`src/rtl/regfile_pkg.sv`:
```
// Shared Argon register-file definitions: bus command encoding, sequencer request ops
// and the default data/index widths used by the register file and its sequencer.
package regfile_pkg;

   localparam int WORD_WIDTH  = 16;
   localparam int INDEX_WIDTH = 3;

   // COM_NONE falls into the register file's default decode, so it is a true no-op on the bus
   typedef enum logic [2:0] {
      COM_NONE     = 3'd0,
      COM_LATCHSEL = 3'd1,
      COM_LATCHC   = 3'd2,
      COM_ALU_WE   = 3'd3,
      COM_READA    = 3'd4,
      COM_READB    = 3'd5,
      COM_READF    = 3'd6
   } command_t;

   typedef enum logic [2:0] {
      OP_ALU   = 3'd0,
      OP_LOADI = 3'd1,
      OP_READA = 3'd2,
      OP_READB = 3'd3,
      OP_READF = 3'd4
   } seq_op_t;

endpackage

```
`src/rtl/argon_regfile_sequencer.sv`:
```
// Turns one register-file request into the ordered bus stream COM_LATCHSEL + one data
// command, with a bounded wait on read data and a valid/ready response channel.
module argon_regfile_sequencer
   import regfile_pkg::*;
#(
   parameter int WORD_WIDTH   = 16,
   parameter int INDEX_WIDTH  = 3,
   parameter int READ_TIMEOUT = 4
) (
   input  logic                   i_Clk,
   input  logic                   i_Reset,
   input  logic                   i_req_valid,
   output logic                   o_req_ready,
   input  seq_op_t                i_req_op,
   input  logic [INDEX_WIDTH-1:0] i_req_sel_a,
   input  logic [INDEX_WIDTH-1:0] i_req_sel_b,
   input  logic [INDEX_WIDTH-1:0] i_req_sel_c,
   input  logic [WORD_WIDTH-1:0]  i_req_imm,
   output logic                   o_rsp_valid,
   input  logic                   i_rsp_ready,
   output logic [WORD_WIDTH-1:0]  o_rsp_data,
   output logic                   o_rsp_error,
   output command_t               o_bus_command,
   output logic [WORD_WIDTH-1:0]  o_bus_data,
   output logic                   o_bus_valid,
   input  logic [WORD_WIDTH-1:0]  i_bus_data,
   input  logic                   i_bus_valid
);

   typedef enum logic [1:0] {
      S_IDLE   = 2'd0,
      S_SELECT = 2'd1,
      S_EXEC   = 2'd2,
      S_DONE   = 2'd3
   } state_t;

   localparam int                   CNT_WIDTH = $clog2(READ_TIMEOUT + 1);
   localparam logic [CNT_WIDTH-1:0] CNT_LAST  = CNT_WIDTH'(READ_TIMEOUT - 1);

   state_t                 state_q, state_d;
   seq_op_t                op_q, op_d;
   logic [INDEX_WIDTH-1:0] sel_a_q, sel_a_d, sel_b_q, sel_b_d, sel_c_q, sel_c_d;
   logic [WORD_WIDTH-1:0]  imm_q, imm_d;
   logic [WORD_WIDTH-1:0]  rsp_data_q, rsp_data_d;
   logic                   rsp_error_q, rsp_error_d;
   logic [CNT_WIDTH-1:0]   cnt_q, cnt_d;

   command_t               bus_command_s, read_cmd_s;
   logic [WORD_WIDTH-1:0]  bus_data_s, sel_word_s;
   logic                   bus_valid_s;

   // State, captured request fields, response holding registers and read wait counter
   always_ff @(posedge i_Clk or posedge i_Reset) begin
      if (i_Reset) begin
         state_q     <= S_IDLE;
         op_q        <= OP_ALU;
         sel_a_q     <= '0;
         sel_b_q     <= '0;
         sel_c_q     <= '0;
         imm_q       <= '0;
         rsp_data_q  <= '0;
         rsp_error_q <= 1'b0;
         cnt_q       <= '0;
      end else begin
         state_q     <= state_d;
         op_q        <= op_d;
         sel_a_q     <= sel_a_d;
         sel_b_q     <= sel_b_d;
         sel_c_q     <= sel_c_d;
         imm_q       <= imm_d;
         rsp_data_q  <= rsp_data_d;
         rsp_error_q <= rsp_error_d;
         cnt_q       <= cnt_d;
      end
   end

   // Next-state logic plus Moore decode of the bus lines from the current state
   always_comb begin
      state_d       = state_q;
      op_d          = op_q;
      sel_a_d       = sel_a_q;
      sel_b_d       = sel_b_q;
      sel_c_d       = sel_c_q;
      imm_d         = imm_q;
      rsp_data_d    = rsp_data_q;
      rsp_error_d   = rsp_error_q;
      cnt_d         = cnt_q;
      bus_command_s = COM_NONE;
      bus_data_s    = '0;
      bus_valid_s   = 1'b0;
      sel_word_s    = '0;
      sel_word_s[3*INDEX_WIDTH-1:0] = {sel_c_q, sel_b_q, sel_a_q};

      case (op_q)
         OP_READB: read_cmd_s = COM_READB;
         OP_READF: read_cmd_s = COM_READF;
         default:  read_cmd_s = COM_READA;
      endcase

      case (state_q)
         S_IDLE: begin
            if (i_req_valid) begin
               op_d        = i_req_op;
               sel_a_d     = i_req_sel_a;
               sel_b_d     = i_req_sel_b;
               sel_c_d     = i_req_sel_c;
               imm_d       = i_req_imm;
               rsp_data_d  = '0;
               rsp_error_d = 1'b0;
               cnt_d       = '0;
               // the flag register needs no operand selection
               state_d     = (i_req_op == OP_READF) ? S_EXEC : S_SELECT;
            end else begin
               state_d = S_IDLE;
            end
         end
         S_SELECT: begin
            bus_command_s = COM_LATCHSEL;
            bus_valid_s   = 1'b1;
            bus_data_s    = sel_word_s;
            cnt_d         = '0;
            state_d       = S_EXEC;
         end
         S_EXEC: begin
            state_d = S_DONE;
            case (op_q)
               OP_ALU: bus_command_s = COM_ALU_WE;
               OP_LOADI: begin
                  // r0 is hard-wired, so a load to it is refused rather than issued
                  if (sel_c_q == '0) begin
                     rsp_error_d = 1'b1;
                  end else begin
                     bus_command_s = COM_LATCHC;
                     bus_valid_s   = 1'b1;
                     bus_data_s    = imm_q;
                  end
               end
               OP_READA, OP_READB, OP_READF: begin
                  bus_command_s = read_cmd_s;
                  if (i_bus_valid) begin
                     rsp_data_d = i_bus_data;
                  end else if (cnt_q == CNT_LAST) begin
                     rsp_error_d = 1'b1;
                  end else begin
                     cnt_d   = cnt_q + CNT_WIDTH'(1);
                     state_d = S_EXEC;
                  end
               end
               default: rsp_error_d = 1'b1;
            endcase
         end
         S_DONE: begin
            if (i_rsp_ready) begin
               state_d = S_IDLE;
            end else begin
               state_d = S_DONE;
            end
         end
         default: state_d = S_IDLE;
      endcase
   end

   assign o_req_ready   = (state_q == S_IDLE);
   assign o_rsp_valid   = (state_q == S_DONE);
   assign o_rsp_data    = rsp_data_q;
   assign o_rsp_error   = rsp_error_q;
   assign o_bus_command = bus_command_s;
   assign o_bus_data    = bus_data_s;
   assign o_bus_valid   = bus_valid_s;

endmodule
```
`config.mk`:
```
export PLATFORM = sky130hd
export DESIGN_NAME = argon_regfile_sequencer
export DESIGN_NICKNAME = d
export VERILOG_FILES = /design/src/rtl/regfile_pkg.sv /design/src/rtl/argon_regfile_sequencer.sv
export SDC_FILE = /design/constraint.sdc
export NUM_CORES = 1
export LEC_CHECK = 0
export BUFFER_PORTS_ARGS = -buffer_cell sky130_fd_sc_hd__buf_2
export CAP_MARGIN = 5
export CORE_MARGIN = 5
export CORE_UTILIZATION = 52
export CTS_BUF_LIST = sky130_fd_sc_hd__clkbuf_8
export DETAILED_ROUTE_END_ITERATION = 10
export PLACE_DENSITY = 0.83
export SLEW_MARGIN = 20
export SYNTH_ARGS = -nofsm -noshare
export SYNTH_HDL_FRONTEND = slang
export SYNTH_SLANG_ARGS = --single-unit
```
`constraint.sdc`:
```
create_clock -name i_Clk -period 1.9 [get_ports i_Clk]
set_input_delay 0.285 -clock i_Clk [delete_from_list [all_inputs] [get_ports i_Clk]]
set_output_delay 0.285 -clock i_Clk [all_outputs]
set_load 0.02 [all_outputs]
```
==> results by group <==
Global routing
  – Largest net degree at the start of global routing: 31
  – Initial antenna violation count: 0
  – Global-route wire length before repair: slightly above 9000 um
  – GRT overflow: 0
  – Vias in the first global route: between 2000 and 2500
  – Total track usage: 0.187

Worst hold path
  – Worst hold-check path type: input pin to asynchronous set/reset pin

Pwr
  – Maximum vdd drop: between 0.9 and 1 mV
  – PD cells: between 1500 and 2000 nW/um^2
  – LEAKAGE: ~1.6 nW
  – Power, Total: about 0.0054 W

Finish
  – Finished Layout Cells: between 300 and 400
  – Antenna fix cells: 0
  – Layout Nets: ~380
  – Layout cells sized above 1: 0.508
  – Synth-to-layout area growth: 33.3%

Worst setup path
  – Worst-path fanout max: 7
  – Endpoint type of the worst setup path: output pin
  – Setup CP Type: flip-flop to output pin
  – Worst R2R Path Depth: 7
  – Worst r2r src: state_q[0]
  – Startpoint Class: flip-flop
  – Critical Path AT: 1.77 ns
  – Flop-to-flop setup slack: 0.12 ns
  – R2R Path End: o_rsp_data[5]
  – Worst path required time: 1.62 ns

Synth
  – Synth top area share: 0.499
  – Mapped Avg Cell Area: approximately 11 um^2
  – Yosys top cell by area: dfrtp_1
  – Asr flop ratio synth: 1.00
  – Yosys warning count: 0
  – Post-synth EDFFs: 0
  – Synth cell count leaders: dfrtp_1 (50), mux2_2 (28), inv_1 (24)
  – Netlist Area Pre-Place: 2510 um^2
  – Top FF cell, synth: dfrtp_1
  – Sequential area share after synthesis: 0.499
  – Syn_nets: between 200 and 300
  – Yosys cell types: 37
  – FF+latch count, synth: 50
  – Top cells by area, synth: dfrtp_1 (50%), mux2_2 (13%), mux2i_1 (6.8%), inv_1 (3.6%), ha_1 (3.5%)
  – Most numerous cell in the Yosys netlist: dfrtp_1
  – Cells after Synth: 220

Timing
  – Max-slew violations: 0
  – Crit path time final: about 2.1 ns
  – F_max: around 0.49 GHz
  – Worst rel slew slack: 0.682
  – Setup TNS: -2.17 ns
  – WHS: -0.00483 ns
  – Unrepaired setup endpoints after global routing: yes
  – Final hold violations: 11
  – Final Worst Setup Slack: -0.151 ns
  – Worst-Margin Slew: 0.476 ns
  – Fin crit share: 1.08
  – Final setup vio count: 18
  – Worst Skew: between 0.007 and 0.008 ns

Die
  – Initial Utilization: 0.535
  – Row count: 25
  – Die area: between 6000 and 7000 um^2
  – Die H: a little under 80 um
  – IO Pins: 88
  – Die Width: 79.5 um
  – Core area: 4690 um^2

CTS
  – Root buffer cell: clkbuf_8
  – Number of H-tree levels: 2
  – Worst-Skew Late Latency: 0.29 ns
  – CTS tree: built
  – Register clock-pin slew on the reported worst setup and hold paths: 0.09 ns
  – CTS hold repair buffers: 0
  – Sink Count: 50
  – Total CTS buffers: 5
  – CTS Buffer Depth: 2

Detailed routing
  – First-pass DRT Iterations: 4
  – Post-DRT Antenna Nets: 0
  – Wire length per cell: approximately 15 um
  – Residual DRC: 0
  – Vias per cell: 5.15
  – DRT iter0 DRCs: 69
  – Wirelength, routed: between 5000 and 6000 um
  – Vias: about 1900

Place
  – Post-DP HPWL: between 4000 and 5000 um
  – Port Buffers: 87
  – Cells after DPL: 360
  – Final RePlAce weighted congestion: ~0.74
  – Post-Place Worst Slack: roughly 0.016 ns

Outcome
  – Failing checks: hold timing, setup timing
  – Status: complete, but fails checks

Run
  – Max Cap Viol: 0
flip-flops by register name, summed over array words and instances (netlist names):
name and flops:
cnt_q 3, state_q 2, sel_b_q 3, o_rsp_error 1, op_q 3, imm_q 16, o_rsp_data 16, sel_c_q 3
sel_a_q 3
timing repair:
| action | in CTS | in global routing |
|---|---|---|
| buffers inserted | 3 | 4 |
| resized for setup | 30 | 18 |
| setup endpoints to repair | 20 | 23 |
| pin swaps | 3 | 2 |
| gates cloned | 1 | 0 |
critical path: stages, from the launching register on:
cell and delay [ns]:
dfrtp_1 0.40, inv_2 0.08, ha_4 0.13, nor2b_4 0.15, o311a_4 0.21, buf_6 0.13
a22oi_2 0.05, nor2b_1 0.15, buf_4 0.16
kinds of logic (layout without fill, tap and decap cells):
group                      count (synthesis)  count (layout)  share of synthesized area
and+or+nand+nor                           55              55                      0.118
xor gates and xnor gates                   1               1                    0.00349
buffers and inverters                     37             136                     0.0713
AOI/OAI and AO/OA                         25              25                     0.0803
DFF                                       50              50                      0.499
adders and majority gates                  7               7                     0.0349
muxes                                     45              45                      0.194
placed cells by master, fill, tap and decap left out, types with 2 or more instances in the layout:
cell type	Yosys	final
mux2_2	28	28
clkbuf_8	0	5
nor2b_1	14	11
a22oi_1	9	4
buf_4	1	25
nor3_1	2	2
a22oi_2	0	5
buf_2	4	70
inv_2	0	2
buf_12	1	2
buf_6	2	8
ha_4	0	3
a21oi_1	4	3
ha_1	7	4
clkinvlp_4	0	2
nand2_1	20	19
and3_1	8	8
inv_1	24	22
nor2b_2	0	2
mux2i_1	17	17
nor2_1	4	3
dfrtp_1	50	50
where the power goes:
group          leakage [nW]  total, W  switching (W)  internal (W)
sequential            0.627   0.00190       0.000323       0.00158
clock                0.0362  0.000599       0.000347      0.000252
combinational         0.968   0.00294        0.00152       0.00142
through the flow:
stage / util / cell area [um^2]
after floorplan: - / 2510
after global placement: 0.647 / 3040
after detailed placement: 0.647 / 3040
after CTS: 0.694 / 3250
after global routing: 0.713 / 3340
final: 0.713 / 3340
worst max path at each step:
| stage | from | endpoint | cells after the start |
|---|---|---|---|
| 2_1_floorplan | state_q[0] | o_bus_command[1] | 8 |
| 3_3_place_gp | state_q[0] | o_bus_data[6] | 8 |
| 3_5_place_dp | state_q[0] | o_bus_data[6] | 8 |
| 4_1_cts | state_q[0] | o_bus_data[6] | 8 |
| 5_1_grt | state_q[0] | o_bus_data[5] | 8 |
| 6_report | state_q[0] | o_bus_data[6] | 8 |
final cells by class:
cell class                      count  area, um^2
Clock buffer                        5        68.8
Clock inverter                      2        15.0
Fill cell                         332        1350
Inverter                           24        90.1
Multi-Input combinational cell    133        1180
Sequential cell                    50        1250
Tap cell                           54        67.6
Timing Repair Buffer              105         668
routing by layer:
metal	global-route usage	share of wire
met1	0.239	0.43
met2	0.330	0.52
met3	0.0282	0.047
met4	0.0515	0.011
met5	0	0
Power figures use the tool's default switching activity.
